[src/rtl/wasm_operand_stack.sv]
// WebAssembly operand stack: pop up to two and push one entry per cycle.
// Optional entry type checking on pops: define WASM_OPERAND_STACK_TYPECHECK_EN.
module wasm_operand_stack #(
  parameter int DEPTH = 16,
  parameter bit USE_64B = 1'b1,
  localparam int DW = USE_64B ? 64 : 32,
  localparam int CW = $clog2(DEPTH + 1)
) (
  input  logic          clk,
  input  logic          reset,
  input  logic          flush,
  input  logic [1:0]    pop_cnt,
  input  logic          push,
  input  logic [DW-1:0] push_data,
  input  logic [1:0]    push_type,
  input  logic          trap_clr,
`ifdef WASM_OPERAND_STACK_TYPECHECK_EN
  input  logic [1:0]    expect_type,
  input  logic [1:0]    check,
`endif
  output logic [DW-1:0] top0,
  output logic [1:0]    top0_type,
  output logic [DW-1:0] top1,
  output logic [1:0]    top1_type,
  output logic [CW-1:0] count,
  output logic          empty,
  output logic          full,
  output logic [3:0]    trap
);

  localparam int AW = (DEPTH > 1) ? $clog2(DEPTH) : 1;
  localparam logic [1:0] T_I64 = 2'd1;
  localparam logic [1:0] T_F64 = 2'd3;
  localparam logic [DW-1:0] LO_MASK = DW'(32'hFFFF_FFFF);

  logic [DW-1:0] mem_data [DEPTH];
  logic [1:0]    mem_type [DEPTH];

  logic [CW-1:0] cnt;
  logic [3:0]    trap_q;
  logic [DW-1:0] t0_q, t1_q;
  logic [1:0]    ty0_q, ty1_q;

  logic [CW:0]   cnt_x, pop_x, base_x, n_x;
  logic          wide, underflow, illegal, overflow, mismatch;
  logic          active, commit;
  logic [3:0]    err;
  logic [DW-1:0] wdata;
  logic [DW-1:0] t0_n, t1_n;
  logic [1:0]    ty0_n, ty1_n;

  assign cnt_x  = {1'b0, cnt};
  assign pop_x  = (CW+1)'(pop_cnt);
  assign base_x = cnt_x - pop_x;
  assign n_x    = base_x + (CW+1)'(push);

  assign wide      = (push_type == T_I64) || (push_type == T_F64);
  assign underflow = (pop_cnt == 2'd3) || (pop_x > cnt_x);
  assign illegal   = push && !USE_64B && wide;
  assign overflow  = n_x > (CW+1)'(DEPTH);

`ifdef WASM_OPERAND_STACK_TYPECHECK_EN
  // popped entry 0/1 are exactly the registered top0/top1
  assign mismatch =
    (check[0] && (pop_cnt != 2'd0) && (ty0_q != expect_type)) ||
    (check[1] && (pop_cnt >= 2'd2) && (ty1_q != expect_type));
`else
  assign mismatch = 1'b0;
`endif

  always_comb begin
    err = 4'd0;
    priority case (1'b1)
      underflow: err = 4'd2;
      mismatch:  err = 4'd4;
      illegal:   err = 4'd3;
      overflow:  err = 4'd1;
      default:   err = 4'd0;
    endcase
  end

  assign active = !trap_clr && (trap_q == 4'd0) && !flush;
  assign commit = active && (err == 4'd0);

  // narrow types never carry stale upper bits
  assign wdata = wide ? push_data : (push_data & LO_MASK);

  always_comb begin
    t0_n  = '0;
    ty0_n = '0;
    t1_n  = '0;
    ty1_n = '0;
    if (push) begin
      t0_n  = wdata;
      ty0_n = push_type;
    end else if (n_x >= (CW+1)'(1)) begin
      t0_n  = mem_data[AW'(n_x - (CW+1)'(1))];
      ty0_n = mem_type[AW'(n_x - (CW+1)'(1))];
    end
    if (n_x >= (CW+1)'(2)) begin
      t1_n  = mem_data[AW'(n_x - (CW+1)'(2))];
      ty1_n = mem_type[AW'(n_x - (CW+1)'(2))];
    end
  end

  always_ff @(posedge clk) begin
    if (reset && commit && push) begin
      mem_data[AW'(base_x)] <= wdata;
      mem_type[AW'(base_x)] <= push_type;
    end
  end

  always_ff @(posedge clk or negedge reset) begin
    if (!reset) begin
      cnt    <= '0;
      trap_q <= '0;
      t0_q   <= '0;
      ty0_q  <= '0;
      t1_q   <= '0;
      ty1_q  <= '0;
    end else if (trap_clr) begin
      trap_q <= '0;
    end else if (trap_q == 4'd0) begin
      if (flush) begin
        cnt   <= '0;
        t0_q  <= '0;
        ty0_q <= '0;
        t1_q  <= '0;
        ty1_q <= '0;
      end else if (err != 4'd0) begin
        trap_q <= err;
      end else begin
        cnt   <= CW'(n_x);
        t0_q  <= t0_n;
        ty0_q <= ty0_n;
        t1_q  <= t1_n;
        ty1_q <= ty1_n;
      end
    end
  end

  assign top0      = t0_q;
  assign top0_type = ty0_q;
  assign top1      = t1_q;
  assign top1_type = ty1_q;
  assign count     = cnt;
  assign empty     = (cnt == '0);
  assign full      = (cnt == CW'(DEPTH));
  assign trap      = trap_q;

endmodule

[config.mk]
export PLATFORM = sky130hd
export DESIGN_NAME = wasm_operand_stack
export DESIGN_NICKNAME = d
export VERILOG_FILES = /design/src/rtl/wasm_operand_stack.sv
export SDC_FILE = /design/constraint.sdc
export NUM_CORES = 2
export LEC_CHECK = 0
export CAP_MARGIN = 40
export CORE_ASPECT_RATIO = 0.7
export CORE_MARGIN = 1
export CORE_UTILIZATION = 50
export CTS_BUF_LIST = sky130_fd_sc_hd__clkbuf_8 sky130_fd_sc_hd__clkbuf_16
export DETAILED_ROUTE_END_ITERATION = 16
export PLACE_DENSITY = 0.68
export SETUP_SLACK_MARGIN = 0.15
export SKIP_CTS_REPAIR_TIMING = 1
export SLEW_MARGIN = 15
export SYNTH_ARGS = -nofsm -noshare
export SYNTH_HDL_FRONTEND = slang
export SYNTH_SLANG_ARGS = --single-unit
[constraint.sdc]
create_clock -name clk -period 16.1 [get_ports clk]
set_input_delay 2.415 -clock clk [delete_from_list [all_inputs] [get_ports clk]]
set_output_delay 2.415 -clock clk [all_outputs]
set_load 0.01 [all_outputs]
Word level (Yosys, flattened, before mapping)
Memory sizes are Yosys's and may differ from the RTL's.
Index checks and enable logic that the tools add are counted.
Cells by class
  eq/ne operators: 6
  magnitude comparators: 4
  bitwise operators: 1
  reductions and logical operators: 17
  multiplexer cells: 25
  $add $sub $neg: 4
Operators with widths (number)
  64-bit two-way mux: 8
  4-bit two-way mux: 5
  2-bit two-way mux: 7
  5-bit two-way mux: 2
  4-bit zero test: 2
  6-bit by 1-bit adder with 6-bit output: 1
  6-bit by 1-bit greater-or-equal comparator with 1-bit output (second input constant): 1
  6-bit by 2-bit greater-or-equal comparator with 1-bit output (second input constant): 1
  6-bit by 5-bit greater-than comparator with 1-bit output (second input constant): 1
  3-bit AND reduction: 2
  5-bit by 2-bit subtractor with 6-bit output: 1
  5-bit equality test (second input constant): 1
  2-bit by 5-bit greater-than comparator with 1-bit output: 1
  1-bit logical AND: 5
  5-bit zero test: 1
  2-bit equality test (second input constant): 2
  2-bit nonzero test: 2
  4-bit nonzero test: 1
  4-bit by 1-bit subtractor with 4-bit output (second input constant): 1
  4-bit by 2-bit subtractor with 4-bit output (second input constant): 1
  1-bit two-way mux: 3
  2-bit by 1-bit equality test with 1-bit output (second input constant): 1
  1-bit zero test: 2
  1-bit logical OR: 2
  other kinds (3): 3
Storage, ports and cells
  memories kept: 2
  RAM bits: 1056
  register bits: 141
  logic and storage cells: 65
  output and inout port bits: 143
  input bits: 73
Memories
  mem_data: depth 16, bits a word 64, read ports 2, clocked after memory_dff 0, wr ports 1, line 36  | logic [DW-1:0] mem_data [DEPTH];
  mem_type: depth 16, bits a word 2, read ports 2, clocked after memory_dff 0, wr ports 1, line 37  | logic [1:0] mem_type [DEPTH];

Depth between registers and ports, before layout
  word-level depth: 11
  mapped depth: 20
  mapped depth without buffers: 13

Worst setup path after synthesis
No wires, ideal clock.
  path type: in2reg
  start point: input port pop_cnt[0]
  end point: memory mem_data[0][0] (netlist name) (enable)
  stages on the path: 16
  data required time: 15.447 ns
  path slack: 3.620 ns
  data arrival time: 11.827 ns
  buffers on the path: 4
  setup time: 0.653 ns
  cell sequence: ha_1 inv_1 fa_1 ha_1 clkbuf_1 buf_1 buf_1 inv_1 ha_1 nand3_1 a22oi_1 o21bai_2 nand2_1 nand4_1 clkbuf_1 nor4_1
Between the ends
  word-level cells in the longest chain between the ends: 11
  elaborated cells on any way between the ends: 14
  those cells by class: add/sub: 2; order compare: 2; eq/ne: 1; mux: 4; reduce/logical: 5
RTL lines
  from (decl): line 12  | input logic [1:0] pop_cnt,
  5-bit by 2-bit subtractor with 6-bit output: line 54  | assign base_x = cnt_x - pop_x;
  6-bit by 1-bit adder with 6-bit output: line 55  | assign n_x = base_x + (CW+1)'(push);
  6-bit by 5-bit greater-than comparator with 1-bit output: line 60  | assign overflow = n_x > (CW+1)'(DEPTH);
  1-bit two-way mux: line 73  | priority case (1'b1)
  4-bit two-way mux: line 73
  4-bit zero test: line 83  | assign commit = active && (err == 4'd0);
  1-bit logical AND: line 83
  1-bit logical AND (2 in series): line 107  | if (reset && commit && push) begin
  1-bit two-way mux: line 107
  1-bit two-way mux (implied by the code): line 108  | mem_data[AW'(base_x)] <= wdata;
  to (decl): line 36
Several ways; a longest one is shown, not always the timed one.

Worst setup path in the final report
  start point: input port pop_cnt[0]
  end point: register t0_q[22], in the netlist top0[22]
Between the ends
  word-level cells in the longest chain between the ends: 8
  elaborated cells on any way between the ends: 18
  those cells by class: add/sub: 3; order compare: 3; eq/ne: 2; mux: 6; reduce/logical: 3; memory: 1
RTL lines
  5-bit by 2-bit subtractor with 6-bit output: line 54
  6-bit by 1-bit adder with 6-bit output: line 55
  4-bit by 1-bit subtractor with 4-bit output or 6-bit by 5-bit greater-than comparator with 1-bit output (tied branches): line 97, 60
  memory 16 x 64 bit or 1-bit two-way mux (tied branches)
  64-bit two-way mux or 4-bit two-way mux (tied branches): line 96, 73
  64-bit two-way mux or 4-bit nonzero test (tied branches): line 93, 130
  64-bit two-way mux or 2-bit inequality test (tied branches)
  64-bit two-way mux or 3-bit AND reduction (tied branches)
  to (signal assigned): line 134  | t0_q <= t0_n;
  to (decl): line 41  | logic [DW-1:0] t0_q, t1_q;
Several ways; a longest one is shown, not always the timed one. The select of a mux whose other input is x is not followed.
A chain may end at the register's enable or synchronous reset.

==> results.md <==
- Status: finished clean
- Skew final: 0.0292 ns
- Layout cells sized above 1: 29.1%
- Number of synthesized flops with an enable pin: 1056
- Synth Area in Simple Gates: 3.62%
- Top cell type's share of synthesized area: 57.6%
- Clock sink count: approximately 1.2k
- Synthesis-to-layout area growth: 15.3%
- Final Setup Violations: 0
- Slew Limit Headroom: 40.3%
- FF+latch count, synth: 1195
- Drt drc: 0
- Tcrit/Tclk final: between 50% and 60%
- XOR/XNOR Fraction of Synth Area: 0.268%
- Synthesized area per cell: 19.4 sq um
- Compound-Gate Fraction of Synth Area: 2.35%
- Cts bufs inserted: ~120
- P per Cell Area: 205 nW/um^2
- Synth cell types: 55
- Ports: 216
- Hold Crit Start: top1[58]$_DFFE_PN0P_
- Max_cap viols: 0
- GP Congestion: 0.847
- Worst setup SP type: input pin
- Worst hold path class: reg -> reg
- Synth Flop Type: edfxtp_1
- Fmax: 121 MHz
- Core ar.: 109000 sq um
- Setup TNS: 0 ns
- Initial antenna violation count: 8
- Hold slack: 0.510 ns
- Actual slew at the worst max-slew pin: between 0.8 and 0.9 ns
- Wirelength per Cell: 32.2 microns
- Remaining Overflow, GRT: 0
- Total die area: 111000 sq um
- Crit end category: register
- CTS tree: built
- Critical path startpoint: pop_cnt[0]
- Vias in the first global route: 31.9k
- Wirelength, routed: ~150 mm
- Non-filler cells, final: 4589
- Vias per inst: 6.66
- Peak VDD IR: 0.319 mV
- Pin count of the biggest net entering global routing: 59
- Port bufs: 213
- DRT Pass-1 Iters: 5
- Clk_lat worst skew: 0.72 ns
- Synthesized-area fraction occupied by adder cells: 0.241%
- H-tree depth: 3
- R2R cell count: 17
- Starting density of the core: between 50% and 60%
- Dpl hpwl: 83.9 mm
- Placed Cells: 4359
- Most common cell in the netlist: edfxtp_1
- Hold Fails Final Rpt: 0
- Synth cell count leaders: 1056 x edfxtp_1, 528 x mux4_2, 265 x mux2i_1
- Row cnt: ~100
- Root Driver: clkbuf_16
- Post-synth top area cell: edfxtp_1
- Nets: 3126
- 1st-iter DRT viols: 3789
- Final-report max-slew violation count: 0
- Post-synth design cell area: 55100 sq um
- Clk pin slew, worst setup/hold paths: approximately 0.060 ns
- Mapped Cells: 2832
- Cell leakage power: 0.0217 uW
- Design Power: 13000 uW
- Unrepaired setup endpoints after global routing: no
- Critical Path AT: 8.89 ns
- Hold Crit Depth: 1
- Worst-path maximum fanout: 56
- Worst reg2reg startpoint: count[0]$_DFFE_PN0P_
- Die width: 399 microns
- Via count: between 30k and 40k
- Post-synthesis sequential area ratio: between 60 and 70%
- Die height: 280 microns
- Number of routed nets with antenna violations: 0
- Yosys warns: 0
- Min Tclk post-route: 8.30 ns
- First-pass GRT wire length: 218 mm
- CP Class: in -> reg
- Largest family of logic cells by synthesized area: multiplexers
- Mux share of post-synthesis cell area: 27.8%
- Post-synth ARST share: 11.6%
- All-layer global routing usage: a little over a quarter
- Clock buffer depth: 3
- Top area cells in the synthesized netlist: edfxtp_1 58%, mux4_2 22%, dfrtp_1 6.3%
- Worst Path Required: 16.69 ns
## per-stage QoR
stage	worst slack, ns	cell area (sq um)	util (%)
finish	7.80	63500	58.3
global placement	6.11	58800	54.0
floorplan	3.62	55100	-
CTS	7.88	63300	58.2
detailed placement	7.12	59300	54.5
global route	7.57	63500	58.3
## layer usage
metal	wire length (microns)	up-vias	track usage, %
li1	-	12394	-
met4	4280	6	7.92
met3	15900	267	8.22
met1	59100	16246	38.2
met2	68400	1659	40.6
met5	35	-	0
## kinds of logic after synthesis
group | count (synthesis)
flip-flops | 1195
multiplexers | 859
AND/OR/NAND/NOR | 365
other | 1
XOR/XNOR | 11
adder cells (fa/ha/maj) | 10
AO/OA/AOI/OAI | 158
buffers and inverters | 233
## where the power goes
| part | internal, uW | switching (uW) |
|---|---|---|
| Sequential | 3470 | 92.5 |
| Clock | 1630 | 1180 |
| Combinational | 3270 | 3370 |
## cell type report
cell class	instances	area (sq um)
clock buffers	127	3080
clock inverters	92	876
flip-flops and latches	1195	35200
multi-input cells	1405	19100
diodes	2	5.00
fillers	7733	45300
inverters	9	33.8
repair buffers	317	3420
well taps	1442	1800
## cell usage in the layout (no fill, tap or decap), types with 7 or more instances in the layout
master,n
clkdlybuf4s50_1,211
nand2_1,143
clkbuf_16,118
edfxtp_1,1056
a22o_1,69
bufinv_16,16
clkinv_1,21
buf_16,22
buf_4,73
clkbuf_8,9
clkinv_2,22
and2_1,33
mux4_2,528
and3_1,67
nor4_2,12
inv_1,28
mux2i_1,265
nand3b_1,68
dfrtp_1,139
o211ai_1,68
mux2_2,66
clkinvlp_4,7
## path summary, 6_finish.rpt
path | end | slack, ns
max | top0[22]$_DFFE_PN0P_ | 7.80
min | top1[58]$_DFFE_PN0P_ | 0.51
max reg2reg | top0[22]$_DFFE_PN0P_ | 9.45
min reg2reg | top1[58]$_DFFE_PN0P_ | 0.51
max in group asynchronous | top1[38]$_DFFE_PN0P_ | 12.66
min in group asynchronous | top0[3]$_DFFE_PN0P_ | 1.61
## sequential cells by signal, indices dropped and copies added (netlist names)
| name | cells |
|---|---|
| mem_data | 1024 |
| top0 | 64 |
| top1 | 64 |
| mem_type | 32 |
| count | 5 |
| top0_type | 2 |
| top1_type | 2 |
| trap | 2 |
## worst max-delay path, cell delays in order
cell             delay, ns
clkdlybuf4s50_1       0.65
ha_1                  0.25
inv_1                 0.07
fa_1                  0.56
ha_4                  0.83
buf_4                 0.55
inv_1                 0.23
ha_4                  0.55
buf_16                0.29
buf_4                 0.52
buf_12                0.30
buf_4                 0.29
buf_16                0.32
mux4_2                0.35
mux2_2                0.27
o211ai_1              0.17
nand3b_1              0.11
Note: power is estimated with default switching activity, not from simulation.
